### src/rtl/washer_pkg.sv
// Shared types and default constants for the washer plant model.
// Holds the plant state encoding, default plant timing/geometry and the
// drum speed ceiling used by washer_plant and plant_tick.
package washer_pkg;

    localparam int unsigned TICK_DIV_DEF   = 1000;
    localparam int unsigned LEVEL_MAX_DEF  = 20;
    localparam int unsigned LEVEL_W_DEF    = 6;
    localparam int unsigned SPIN_TICKS_DEF = 10;

    localparam int unsigned DRUM_SPEED_MAX = 7;
    localparam int unsigned DRUM_SPEED_W   = 3;

    typedef enum logic [2:0] {
        IDLE     = 3'd0,
        FILLING  = 3'd1,
        DRAINING = 3'd2,
        SPINNING = 3'd3,
        FAULT    = 3'd4
    } plant_state_e;

endpackage

### src/rtl/washer_plant_if.sv
// Controller-to-actuator interface between the washer controller and the plant.
// master: controller side (drives commands, reads status)
// slave : plant side (reads commands, drives status)
//   inWaterCmd/outWaterCmd/spinCmd : valve and motor commands (levels)
//   doorOpen                       : door switch, synchronous to clk
//   level/full/empty               : water level status
//   drumSpeed/spinDone             : drum status
//   fault                          : latched illegal command combination
interface washer_plant_if #(
    parameter int unsigned LEVEL_W = washer_pkg::LEVEL_W_DEF
);
    logic                                   inWaterCmd;
    logic                                   outWaterCmd;
    logic                                   spinCmd;
    logic                                   doorOpen;
    logic [LEVEL_W-1:0]                     level;
    logic                                   full;
    logic                                   empty;
    logic [washer_pkg::DRUM_SPEED_W-1:0]    drumSpeed;
    logic                                   spinDone;
    logic                                   fault;

    modport master (
        output inWaterCmd, outWaterCmd, spinCmd, doorOpen,
        input  level, full, empty, drumSpeed, spinDone, fault
    );

    modport slave (
        input  inWaterCmd, outWaterCmd, spinCmd, doorOpen,
        output level, full, empty, drumSpeed, spinDone, fault
    );
endinterface

### src/rtl/plant_tick.sv
// Plant time base: free-running counter 0..TICK_DIV-1 that emits a one-cycle
// tick while it holds TICK_DIV-1, then wraps to 0.
// Ports: clk (system clock), resetBtn (async active-high reset), tick (pulse).
module plant_tick #(
    parameter int unsigned TICK_DIV = washer_pkg::TICK_DIV_DEF
) (
    input  logic clk,
    input  logic resetBtn,
    output logic tick
);
    localparam int unsigned CNT_W = (TICK_DIV > 1) ? $clog2(TICK_DIV) : 1;

    logic [CNT_W-1:0] cnt;

    assign tick = (cnt == CNT_W'(TICK_DIV - 1));

    // Prescaler counter
    always_ff @(posedge clk or posedge resetBtn) begin
        if (resetBtn) begin
            cnt <= '0;
        end else if (tick) begin
            cnt <= '0;
        end else begin
            cnt <= cnt + CNT_W'(1);
        end
    end
endmodule

### src/rtl/washer_plant.sv
// Behavioural plant model of the washing drum and water circuit. Responds to
// inlet/drain/spin commands with water level, full/empty and spin status.
// Ports: clk (system clock), resetBtn (async active-high reset),
//        bus (washer_plant_if.slave: commands in, status out).
// Optional feature macro: WASHER_PLANT_FAULT_EN -- illegal command
// combinations latch the FAULT state and raise fault; otherwise conflicts are
// resolved by priority drain > fill > spin and fault is tied low.
module washer_plant
    import washer_pkg::*;
#(
    parameter int unsigned TICK_DIV   = TICK_DIV_DEF,
    parameter int unsigned LEVEL_MAX  = LEVEL_MAX_DEF,
    parameter int unsigned LEVEL_W    = LEVEL_W_DEF,
    parameter int unsigned SPIN_TICKS = SPIN_TICKS_DEF
) (
    input  logic            clk,
    input  logic            resetBtn,
    washer_plant_if.slave   bus
);
    localparam int unsigned SPIN_W = $clog2(SPIN_TICKS + 1);

    plant_state_e             state;
    plant_state_e             state_nxt;
    logic                     tick;
    logic                     fill_en;
    logic                     drain_en;
    logic                     spin_en;
    logic [LEVEL_W-1:0]       level_q;
    logic [LEVEL_W-1:0]       level_nxt;
    logic [DRUM_SPEED_W-1:0]  speed_q;
    logic [DRUM_SPEED_W-1:0]  speed_nxt;
    logic [SPIN_W-1:0]        spin_cnt;
    logic [SPIN_W-1:0]        spin_cnt_nxt;
    logic                     spin_done_q;

    plant_tick #(
        .TICK_DIV (TICK_DIV)
    ) u_tick (
        .clk      (clk),
        .resetBtn (resetBtn),
        .tick     (tick)
    );

    // State register
    always_ff @(posedge clk or posedge resetBtn) begin
        if (resetBtn) begin
            state <= IDLE;
        end else begin
            state <= state_nxt;
        end
    end

    // Next-state logic
`ifdef WASHER_PLANT_FAULT_EN
    logic conflict;
`endif

    always_comb begin
        state_nxt = state;
`ifdef WASHER_PLANT_FAULT_EN
        conflict  = (bus.inWaterCmd && bus.outWaterCmd)
                 || (bus.spinCmd && (level_q != '0))
                 || (bus.spinCmd && bus.doorOpen);
`endif
        case (state)
            IDLE: begin
                if (bus.outWaterCmd) begin
                    state_nxt = DRAINING;
                end else if (bus.inWaterCmd) begin
                    state_nxt = FILLING;
                end else if (bus.spinCmd && (level_q == '0) && !bus.doorOpen) begin
                    state_nxt = SPINNING;
                end
            end
            FILLING: begin
                if (!bus.inWaterCmd) begin
                    state_nxt = IDLE;
                end
            end
            DRAINING: begin
                if (!bus.outWaterCmd) begin
                    state_nxt = IDLE;
                end
            end
            SPINNING: begin
                if (!bus.spinCmd || bus.doorOpen) begin
                    state_nxt = IDLE;
                end
            end
            FAULT: begin
`ifdef WASHER_PLANT_FAULT_EN
                if (!bus.inWaterCmd && !bus.outWaterCmd && !bus.spinCmd) begin
                    state_nxt = IDLE;
                end
`else
                state_nxt = IDLE;
`endif
            end
            default: state_nxt = IDLE;
        endcase
`ifdef WASHER_PLANT_FAULT_EN
        // Any illegal combination overrides the normal transitions
        if ((state != FAULT) && conflict) begin
            state_nxt = FAULT;
        end
`endif
    end

    // Per-state actuator enables; FAULT and IDLE enable nothing
    always_comb begin
        fill_en  = 1'b0;
        drain_en = 1'b0;
        spin_en  = 1'b0;
        case (state)
            FILLING:  fill_en  = 1'b1;
            DRAINING: drain_en = 1'b1;
            SPINNING: spin_en  = 1'b1;
            default:  ;
        endcase
    end

    // Level, speed and spin progress updates, all keyed off the pre-edge state
    always_comb begin
        level_nxt = level_q;
        if (tick && fill_en && (level_q != LEVEL_W'(LEVEL_MAX))) begin
            level_nxt = level_q + LEVEL_W'(1);
        end else if (tick && drain_en && (level_q != '0)) begin
            level_nxt = level_q - LEVEL_W'(1);
        end

        speed_nxt = speed_q;
        if (tick) begin
            if (spin_en) begin
                if (speed_q != DRUM_SPEED_W'(DRUM_SPEED_MAX)) begin
                    speed_nxt = speed_q + DRUM_SPEED_W'(1);
                end
            end else if (speed_q != '0) begin
                speed_nxt = speed_q - DRUM_SPEED_W'(1);
            end
        end

        // Counter is held at zero outside SPINNING, so entry always starts fresh
        spin_cnt_nxt = '0;
        if (spin_en) begin
            spin_cnt_nxt = spin_cnt;
            if (tick && (spin_cnt != SPIN_W'(SPIN_TICKS))) begin
                spin_cnt_nxt = spin_cnt + SPIN_W'(1);
            end
        end
    end

    always_ff @(posedge clk or posedge resetBtn) begin
        if (resetBtn) begin
            level_q     <= '0;
            speed_q     <= '0;
            spin_cnt    <= '0;
            spin_done_q <= 1'b0;
        end else begin
            level_q     <= level_nxt;
            speed_q     <= speed_nxt;
            spin_cnt    <= spin_cnt_nxt;
            // Leaving SPINNING clears spinDone on the same edge
            spin_done_q <= (state_nxt == SPINNING) && (spin_cnt_nxt == SPIN_W'(SPIN_TICKS));
        end
    end

`ifdef WASHER_PLANT_FAULT_EN
    logic fault_q;

    always_ff @(posedge clk or posedge resetBtn) begin
        if (resetBtn) begin
            fault_q <= 1'b0;
        end else begin
            fault_q <= (state_nxt == FAULT);
        end
    end

    assign bus.fault = fault_q;
`else
    assign bus.fault = 1'b0;
`endif

    assign bus.level     = level_q;
    assign bus.full      = (level_q == LEVEL_W'(LEVEL_MAX));
    assign bus.empty     = (level_q == '0);
    assign bus.drumSpeed = speed_q;
    assign bus.spinDone  = spin_done_q;
endmodule
### src/flat_wrapper.sv
// flat-port wrapper written by rule: the top's interface ports become plain ports
module washer_plant_flat import washer_pkg::*;
#(
    parameter int unsigned TICK_DIV   = TICK_DIV_DEF,
    parameter int unsigned LEVEL_MAX  = LEVEL_MAX_DEF,
    parameter int unsigned LEVEL_W    = LEVEL_W_DEF,
    parameter int unsigned SPIN_TICKS = SPIN_TICKS_DEF
)
  (clk, resetBtn, bus_inWaterCmd, bus_outWaterCmd, bus_spinCmd, bus_doorOpen, bus_level, bus_full, bus_empty, bus_drumSpeed, bus_spinDone, bus_fault);
  washer_plant_if #(.LEVEL_W(LEVEL_W)) bus_i ();
  input  logic clk;
  input  logic resetBtn;
  input wire logic [$bits(bus_i.inWaterCmd)-1:0] bus_inWaterCmd;
  input wire logic [$bits(bus_i.outWaterCmd)-1:0] bus_outWaterCmd;
  input wire logic [$bits(bus_i.spinCmd)-1:0] bus_spinCmd;
  input wire logic [$bits(bus_i.doorOpen)-1:0] bus_doorOpen;
  output wire logic [$bits(bus_i.level)-1:0] bus_level;
  output wire logic [$bits(bus_i.full)-1:0] bus_full;
  output wire logic [$bits(bus_i.empty)-1:0] bus_empty;
  output wire logic [$bits(bus_i.drumSpeed)-1:0] bus_drumSpeed;
  output wire logic [$bits(bus_i.spinDone)-1:0] bus_spinDone;
  output wire logic [$bits(bus_i.fault)-1:0] bus_fault;
  assign bus_i.inWaterCmd = bus_inWaterCmd;
  assign bus_i.outWaterCmd = bus_outWaterCmd;
  assign bus_i.spinCmd = bus_spinCmd;
  assign bus_i.doorOpen = bus_doorOpen;
  assign bus_level = bus_i.level;
  assign bus_full = bus_i.full;
  assign bus_empty = bus_i.empty;
  assign bus_drumSpeed = bus_i.drumSpeed;
  assign bus_spinDone = bus_i.spinDone;
  assign bus_fault = bus_i.fault;
  washer_plant #(.TICK_DIV(TICK_DIV), .LEVEL_MAX(LEVEL_MAX), .LEVEL_W(LEVEL_W), .SPIN_TICKS(SPIN_TICKS)) u_core (.clk(clk), .resetBtn(resetBtn), .bus(bus_i));
endmodule
### config.mk
export PLATFORM = sky130hd
export DESIGN_NAME = washer_plant_flat
export DESIGN_NICKNAME = d
export VERILOG_FILES = /design/src/rtl/washer_pkg.sv /design/src/rtl/washer_plant_if.sv /design/src/rtl/plant_tick.sv /design/src/rtl/washer_plant.sv /design/src/flat_wrapper.sv
export SDC_FILE = /design/constraint.sdc
export NUM_CORES = 1
export LEC_CHECK = 0
export ABC_AREA = 1
export CAP_MARGIN = 15
export CORE_MARGIN = 2
export CORE_UTILIZATION = 28
export CTS_CLUSTER_SIZE = 28
export DETAILED_ROUTE_END_ITERATION = 8
export PLACE_DENSITY = 0.54
export SLEW_MARGIN = 20
export SYNTH_ARGS = -nofsm -noshare
export SYNTH_HDL_FRONTEND = slang
export SYNTH_SLANG_ARGS = --single-unit
### constraint.sdc
create_clock -name clk -period 2.5 [get_ports clk]
set_input_delay 0.5 -clock clk [delete_from_list [all_inputs] [get_ports clk]]
set_output_delay 0.5 -clock clk [all_outputs]
set_load 0.02 [all_outputs]
# Word level (Yosys, flattened, before mapping)

Cells that the tools add are included.

Register bits: 27
Input port bits: 6
Output and inout bits: 13
Word-level logic and storage cells: 59

$add $sub $neg: 6
Eq/ne operators: 11
Multiplexer cells: 18
Reduce and logical (&&, ||, !) cells: 18

Operators with widths:

| cell                  | count |
|---|---|
| $mux 3                | 9 |
| $mux 6                | 2 |
| $pmux 3 s4            | 1 |
| $add 10x1->10 const B | 1 |
| $eq 10x10->1 const B  | 1 |
| $mux 10               | 1 |
| $eq 3x2->1 const B    | 3 |
| $logic_and 1x1->1     | 8 |
| $mux 4                | 2 |
| $add 6x1->6 const B   | 1 |
| $eq 6x5->1 const B    | 1 |
| $logic_not 6->1       | 1 |
| $ne 6x5->1 const B    | 1 |
| $reduce_bool 6->1     | 1 |
| $sub 6x1->6 const B   | 1 |
| $add 4x1->4 const B   | 1 |
| $eq 4x4->1 const B    | 1 |
| $ne 4x4->1 const B    | 1 |
| $reduce_bool 2->1     | 2 |
| $add 3x1->3 const B   | 1 |
| $eq 3x1->1 const B    | 1 |
| $logic_not 3->1       | 1 |
| $mux 1                | 3 |
| $ne 3x3->1 const B    | 1 |
| other kinds (6)       | 7 |

# Depth between registers and ports, before layout

Gate-level depths: netlist of run 1.

Depth in word-level cells: 9
Mapped depth: 15
Mapped depth without buffers: 15

# Modules after synthesis

A second synthesis of run 1 with hierarchy kept.

Cells, all modules: 234
Area, all modules: 1,737.9 um^2

Modules (own cells, without submodules):

| module       | instances | cells each | area an instance (um^2) | sequential area each (um^2) |
|---|---|---|---|---|
| washer_plant | 1         | 151        | 1,159.9                 | 425.4 |
| plant_tick   | 1         | 83         | 578.1                   | 250.2 |

# Worst setup path before layout of run 1

Ideal clock, no wire load.

Kind: register to register
From: register u_core.u_tick.cnt[0]
To: register u_core.level_q[5], in the netlist u_core.bus.level[5]
Arrival: 2.067 ns
Required time: 2.383 ns
Setup slack: 0.316 ns
Cell stages (with the launch flop): 15
Clock period less this slack: 2.184 ns
Cells stage by stage: dfrtp_1 > ha_1 > nand2_2 > inv_1 > nand3_2 > inv_2 > nand2_1 > ha_1 > a21oi_1 > o21a_1 > nand2_1 > nand2_1 > nand3_1 > nand2_1 > nand2_1

Word-level cells in the longest chain between the ends: 4
Elaborated cells on any way between the ends: 7
Those cells by class: eq/ne: 1; mux: 1; reduce/logical: 5

RTL lines:

| item                                                      | line                                     | RTL |
|---|---|---|
| from (decl)                                               | plant_tick.sv:13                         | `logic [CNT_W-1:0] cnt;` |
| from (signal assigned)                                    | plant_tick.sv:24                         | `cnt <= cnt + CNT_W'(1);` |
| $eq 10x10->1 (*)                                          | plant_tick.sv:15                         | `assign tick = (cnt == CNT_W'(TICK_DIV - 1));` |
| $logic_and 1x1->1, on equally long branches (2 in series) | washer_plant.sv:125, washer_plant.sv:127 |  |
| $mux 6 / $reduce_bool 2->1 (equally long branches)        | n/a                                      |  |
| to (signal assigned)                                      | washer_plant.sv:159                      | `level_q <= level_nxt;` |
| to (decl)                                                 | washer_plant.sv:28                       | `logic [LEVEL_W-1:0] level_q;` |

Mark *: on every way between the ends. The rest lies on a longest branch, timed or not.
A chain may end at the register's enable or synchronous reset.

# Final worst setup path of run 1

From: register u_core.level_q[0], in the netlist u_core.bus.level[0]
To: output port bus_empty

Word-level cells in the longest chain between the ends: 1

RTL lines:

| item            | line                | RTL |
|---|---|---|
| $logic_not 6->1 | washer_plant.sv:185 | `assign bus.empty = (level_q == '0);` |
| to (decl)       | flat_wrapper.sv:19  | `output wire logic [$bits(bus_i.empty)-1:0] bus_empty;` |

Every way passes these cells.

==> results.toml, run 1 <==
[floorplanning]
core_area_mm2 = 0.005851
die_x_um = 81.18
rows = 28
ioPinCount = 19
die_h_um = 81.18
die_area_mm2 = 0.006590
initial_utilization = 0.2851

[place]
dp_hpwl_mm = 2.539
port_buffers = 17
place_area_mm2 = 0.001943
place.gp.congestion = 0.8261
dpl.cell_count = 310

[logic_synthesis]
synth_top_cell_by_area = "dfrtp_1"
synth_edf_count = 0
synth_fa_ha_area_frac = 0.07652
yosysTopAreaCellShare = 0.4051
syn_area_per_cell_um2 = 7.722
ys_ff_latch = 27
async_flop_share = 1.000
syn_inst = 216
yosysUniqueCellTypes = 26
synth-simple-area-share = 0.2933
synth_compound_gate_area_share = 0.07202
yosysWarningCount = 0
muxShareOfSynthArea = 0.006752
synth_flop_cell = "dfrtp_1"
netlist_area_mm2 = 0.001668
synth-xor-area-share = 0.04726
synth_top_family_by_area = "simple AND/OR/NAND/NOR gates"
yosys-top-cells-area = "dfrtp_1, nand2_1, inv_1, ha_1, nor2_1"
ys_seq_area_frac = 0.4051

[routing]
vias_per_cell = 4.419
vias = 1392
ant_nets = 0
drtIter0Drc = 56
wl_per_cell_um = 10.30
drtPass1Iterations = 6
drcViolationCount = 0
routed_wl_mm = 3.245

[critical_path]
timing.rr.start = "u_core.u_tick.cnt[0]"
criticalPathCategory = "reg2out"
cpMaxStageDelayCell = "clkdlybuf4s50_1"
r2r_end = "u_core.bus.level[5]"
rrSetupSlack_ns = 0.26
crit_path_end_kind = "primary output"
crit_path_start_kind = "flop"
cpPeakStageDelay_ns = 0.63
path_cells = "nor2_1 > nand2_1 > nor2_2 > clkdlybuf4s50_1"
cp_top_family = "buffers and inverters"
cp_num_buf_inv = 1
reg2reg_depth = 14
arrival_ns = 1.82
critical_path_required_ns = 2.00
cp_max_fo = 5

[timing]
setup_viol = 0
period_needed_ns = 2.318
tns_ns = 0
period_share = 0.9274
hold_violations = 0
finalMaxSlewViolations = 0
skew_ns = 0.008906
rsz0062_at_grt = "no"
max_freq_ghz = 0.4313

[power]
power.density_mw_per_mm2 = 362.5
power_frac_comb = 0.053
leakage_nw = 1.044
power_frac_seq = 0.603
p_int_mw = 0.5662
switchingPower_mw = 0.1677
swShare = 0.2285
max-vdd-ir-drop_uv = 208.1
clockPowerShare = 0.344

[final_layout]
fillers = 614
fin_area_mm2 = 0.002024
drive_gt1_frac = 0.1042
syn2layout_area_growth_pct = 21.38
final_cells = 315
nets = 256
multi_input_area_um2 = 862.1
seq_area_um2 = 675.6
antenna-diode-count = 0

[clock_network]
htreeDepth = 1
hold_buffers = 0
cts_tree = "done"
clk_pin_slew_ns = 0.10
clk_latency_ns = 0.28
clockBufferDepth = 2
cts_made_buffers = 3
cts.sinks = 27
cts-root-buf = "clkbuf_8"

[grt]
first_global_vias = 1337
grt_pass1_wl_mm = 5.740
grt_usage = 0.1138
grt_max_degree = 28
antenna_found_initial = 0
overflow = 0

[hold_path]
holdPathStages = 1
min-delay-start = "u_core.u_tick.cnt[5]"
min_to = "u_core.u_tick.cnt[5]"
hp-class = "reg2reg"

[run_status]
status = "finished clean"

[flow_run]
maxCapViolCount = 0
[flip-flops by register name (all words and copies together), names as in the netlist]
register,cells
u_core.u_tick.cnt,10
u_core.spin_cnt,4
u_core.bus.drumSpeed,3
u_core.state,3
u_core.bus.spinDone,1
u_core.bus.level,6
[metrics by stage]
stage	total power [mW]	worst slack, ns	util	hold WS (ns)
after floorplan	0.4758	0.3157	-	0.4736
after global placement	0.4918	0.2263	0.3321	0.4958
after detailed placement	0.4916	0.1375	0.3321	0.5100
after CTS	0.7454	0.1214	0.3400	0.5269
after global routing	0.7729	0.01024	0.3460	0.5541
final	0.7339	0.1816	0.3460	0.5261
[power groups by stage]
stage	logic [mW]	registers, mW	clock network [mW]
after CTS	0.0404	0.443	0.262
after floorplan	0.0249	0.451	0
after global routing	0.0463	0.443	0.283
after global placement	0.0404	0.451	0
after detailed placement	0.0402	0.451	0
final	0.0390	0.443	0.252
[Yosys cell counts, types with 2 or more instances]
library cell,n
nand3_2,4
nor2_2,4
fa_1,2
inv_2,2
nand2_1,40
dfrtp_1,27
xor2_1,6
inv_1,39
a21oi_1,11
nor2_1,21
nand4_1,6
nand3_1,14
nor3_1,9
o21ai_0,9
ha_1,7
xnor2_1,3
nand2_2,3
[cells in the final DEF (no fill, tap or decap), types with 5 or more instances in the layout]
master / netlist / layout
a21oi_1: 11 / 11
clkdlybuf4s50_1: 0 / 17
dfrtp_1: 27 / 27
ha_1: 7 / 5
inv_1: 39 / 39
nand2_1: 40 / 39
nand3_1: 14 / 14
nand4_1: 6 / 6
nor2_1: 21 / 21
nor3_1: 9 / 9
o21ai_0: 9 / 9
xor2_1: 6 / 6
[cells by family after synthesis]
kind of cell | Yosys count
simple gates | 104
buf+inv | 42
flops | 27
compound gates | 23
fa+ha+maj | 9
xor+xnor | 9
other cells | 1
mux | 1
[worst max-delay path by stage]
stage	from	slack, ns	end	depth (start not counted)
CTS	u_core.u_tick.cnt[0]	0.12	u_core.bus.level[5]	14
detailed placement	u_core.u_tick.cnt[0]	0.14	u_core.bus.level[5]	14
floorplan	u_core.u_tick.cnt[0]	0.32	u_core.bus.level[5]	14
global route	u_core.bus.level[3]	0.01	bus_empty	4
global placement	u_core.u_tick.cnt[0]	0.23	u_core.bus.level[5]	14
finish	u_core.bus.level[0]	0.18	bus_empty	4
[final cells by class]
type                       count  share of cell area
clock inverter                 1            0.002472
multi-input combinational    148              0.4258
clock buffer                   3             0.02040
timing repair buffer          20             0.09518
inverter                      41             0.07602
sequential                    27              0.3337
tap                           75             0.04635
[routing by layer]
metal,track usage,vias up,wire [um]
met5,0,-,0
met4,0.05593,0,66
met3,0.01444,4,96
met2,0.1934,19,1519
met1,0.1422,640,1563
li1,-,729,-
[what timing repair did]
action                     CTS  global route
resized for setup            0             3
setup endpoints to repair    0             2
setup buffers                0             1
No activity file was read; power rests on OpenSTA's default activity.
==> run 2: changes to the inputs <==
--- a/config.mk
+++ b/config.mk
@@ -12,6 +12,7 @@
 export CTS_CLUSTER_SIZE = 28
 export DETAILED_ROUTE_END_ITERATION = 8
 export PLACE_DENSITY = 0.54
+export RECOVER_POWER = 50
 export SLEW_MARGIN = 20
 export SYNTH_ARGS = -nofsm -noshare
 export SYNTH_HDL_FRONTEND = slang
==> run 2 against run 1 <==
  * Design area is 0.43% lower
  * Die area stayed put
  * Critical path type unchanged
  * Largest power group unchanged
  * Utilization is 0.15 points lower
  * Highest routed layer unchanged
==> results.toml, run 2 (synthesis gave the netlist of run 1 again) <==
[final_layout]
fillers = 617
antenna-diode-count = 0
final_cell_mix = "inv_1, nand2_1, dfrtp_1"
seq_area_um2 = 675.6
regMostFlops = "u_core.u_tick.cnt"
multi_input_area_um2 = 857.1
largest_reg_flops = 10
drive_gt1_frac = 0.09583
syn2layout_area_growth_pct = 20.85
nets = 256

[hold_path]
holdPathStages = 1
min_to = "u_core.u_tick.cnt[5]"
hp-class = "reg2reg"
min-delay-start = "u_core.u_tick.cnt[5]"

[clock_network]
clockBufferDepth = 2
clk_latency_ns = 0.27
cts.sinks = 27
cts-root-buf = "clkbuf_8"
cts_made_buffers = 3
clk_pin_slew_ns = 0.10
htreeDepth = 1
cts_tree = "done"

[floorplanning]
ioPinCount = 19
die_area_mm2 = 0.006590
die_x_um = 81.18
die_h_um = 81.18
rows = 28
initial_utilization = 0.2851
core_area_mm2 = 0.005851

[grt]
grt_usage = 0.1138
grt_max_degree = 28
overflow = 0
grt_pass1_wl_mm = 5.740
antenna_found_initial = 0
first_global_vias = 1337

[critical_path]
arrival_ns = 1.82
critical_path_required_ns = 2.00
crit_path_end_kind = "primary output"
cp_max_fo = 4
crit_path_start_kind = "flop"
reg2reg_depth = 14
r2r_end = "u_core.bus.level[5]"
rrSetupSlack_ns = 0.26
timing.rr.start = "u_core.u_tick.cnt[0]"
path_cells = "nor2_1 > nand2_1 > nor2_2 > clkdlybuf4s50_1"
criticalPathCategory = "reg2out"
cpPeakStageDelay_ns = 0.63
cpMaxStageDelayCell = "clkdlybuf4s50_1"

[timing]
period_needed_ns = 2.323
period_share = 0.9291
setup_viol = 0
rsz0062_at_grt = "no"
hold_slack_ns = 0.5271
tns_ns = 0
worstMarginPinSlew_ns = 1.485
hold_violations = 0
skew_ns = 0.008418
max_freq_ghz = 0.4305
slew_headroom = 0.009703
finalMaxSlewViolations = 0

[power]
leakage_nw = 1.041
power.density_mw_per_mm2 = 363.7
post-layout-total-power_mw = 0.7330
max-vdd-ir-drop_uv = 208.5

[routing]
routed_wl_mm = 3.253
wl_per_cell_um = 10.33
vias = 1400
vias_per_cell = 4.444
ant_nets = 0
drtIter0Drc = 44
drtPass1Iterations = 4
drcViolationCount = 0

[flow_run]
maxCapViolCount = 0

[place]
place.gp.congestion = 0.8261
port_buffers = 17
dp_hpwl_mm = 2.539

[run_status]
status = "finished clean"
[run 2: changes by cell type in the layout (fill, tap and decap cells not counted)]
cell	delta
buf_4	-1
clkbuf_1	+1
clkdlybuf4s50_1	-1
dlygate4sd3_1	+1
nand3_1	+1
nand3_2	-1
[run 2: stage by stage]
step | cell area [um2] | utilization | worst slack (ns) | cells
after floorplan | 1672 | - | 0.3157 | 217
after global placement | 1943 | 0.3321 | 0.2263 | 310
after detailed placement | 1943 | 0.3321 | 0.1375 | 310
after CTS | 1989 | 0.3400 | 0.1214 | 314
after global routing | 2016 | 0.3445 | 0.01024 | 315
final | 2016 | 0.3445 | 0.1772 | 315
[run 2: worst max path at each step]
stage,from,to,slack (ns),depth (start not counted)
finish,u_core.bus.level[3],bus_empty,0.18,4
global route,u_core.bus.level[3],bus_empty,0.01,4
detailed placement,u_core.u_tick.cnt[0],u_core.bus.level[5],0.14,14
global placement,u_core.u_tick.cnt[0],u_core.bus.level[5],0.23,14
CTS,u_core.u_tick.cnt[0],u_core.bus.level[5],0.12,14
floorplan,u_core.u_tick.cnt[0],u_core.bus.level[5],0.32,14
[run 2: worst max-delay path: cells and delay by family, from the launching register on]
family        cells  cell delay [ns]
flops             1             0.45
simple gates      3             0.46
buf+inv           1             0.63
[run 2: power by group]
part	leakage, nW	internal (mW)	switching (mW)
combinational	0.656	0.0137	0.0243
sequential	0.359	0.440	0.00302
clock	0.0255	0.112	0.141
[run 2: area by class of cell]
cell class | count | area share
Clock inverter | 1 | 0.002483
Tap cell | 75 | 0.04656
Timing Repair Buffer | 20 | 0.09373
Sequential cell | 27 | 0.3352
Clock buffer | 3 | 0.02048
Multi-Input combinational cell | 148 | 0.4252
Inverter | 41 | 0.07635
[run 2: layer usage]
layer | track usage | wire length, um | up-vias
li1 | - | - | 731
met1 | 0.1422 | 1580 | 647
met2 | 0.1934 | 1510 | 18
met3 | 0.01444 | 95 | 4
met4 | 0.05593 | 66 | 0
met5 | 0 | 0 | -
[run 2: repair_timing]
action                     CTS  global route
hold buffers                 0             0
resized for setup            0             3
setup endpoints to repair    0             2
buffers inserted             0             1
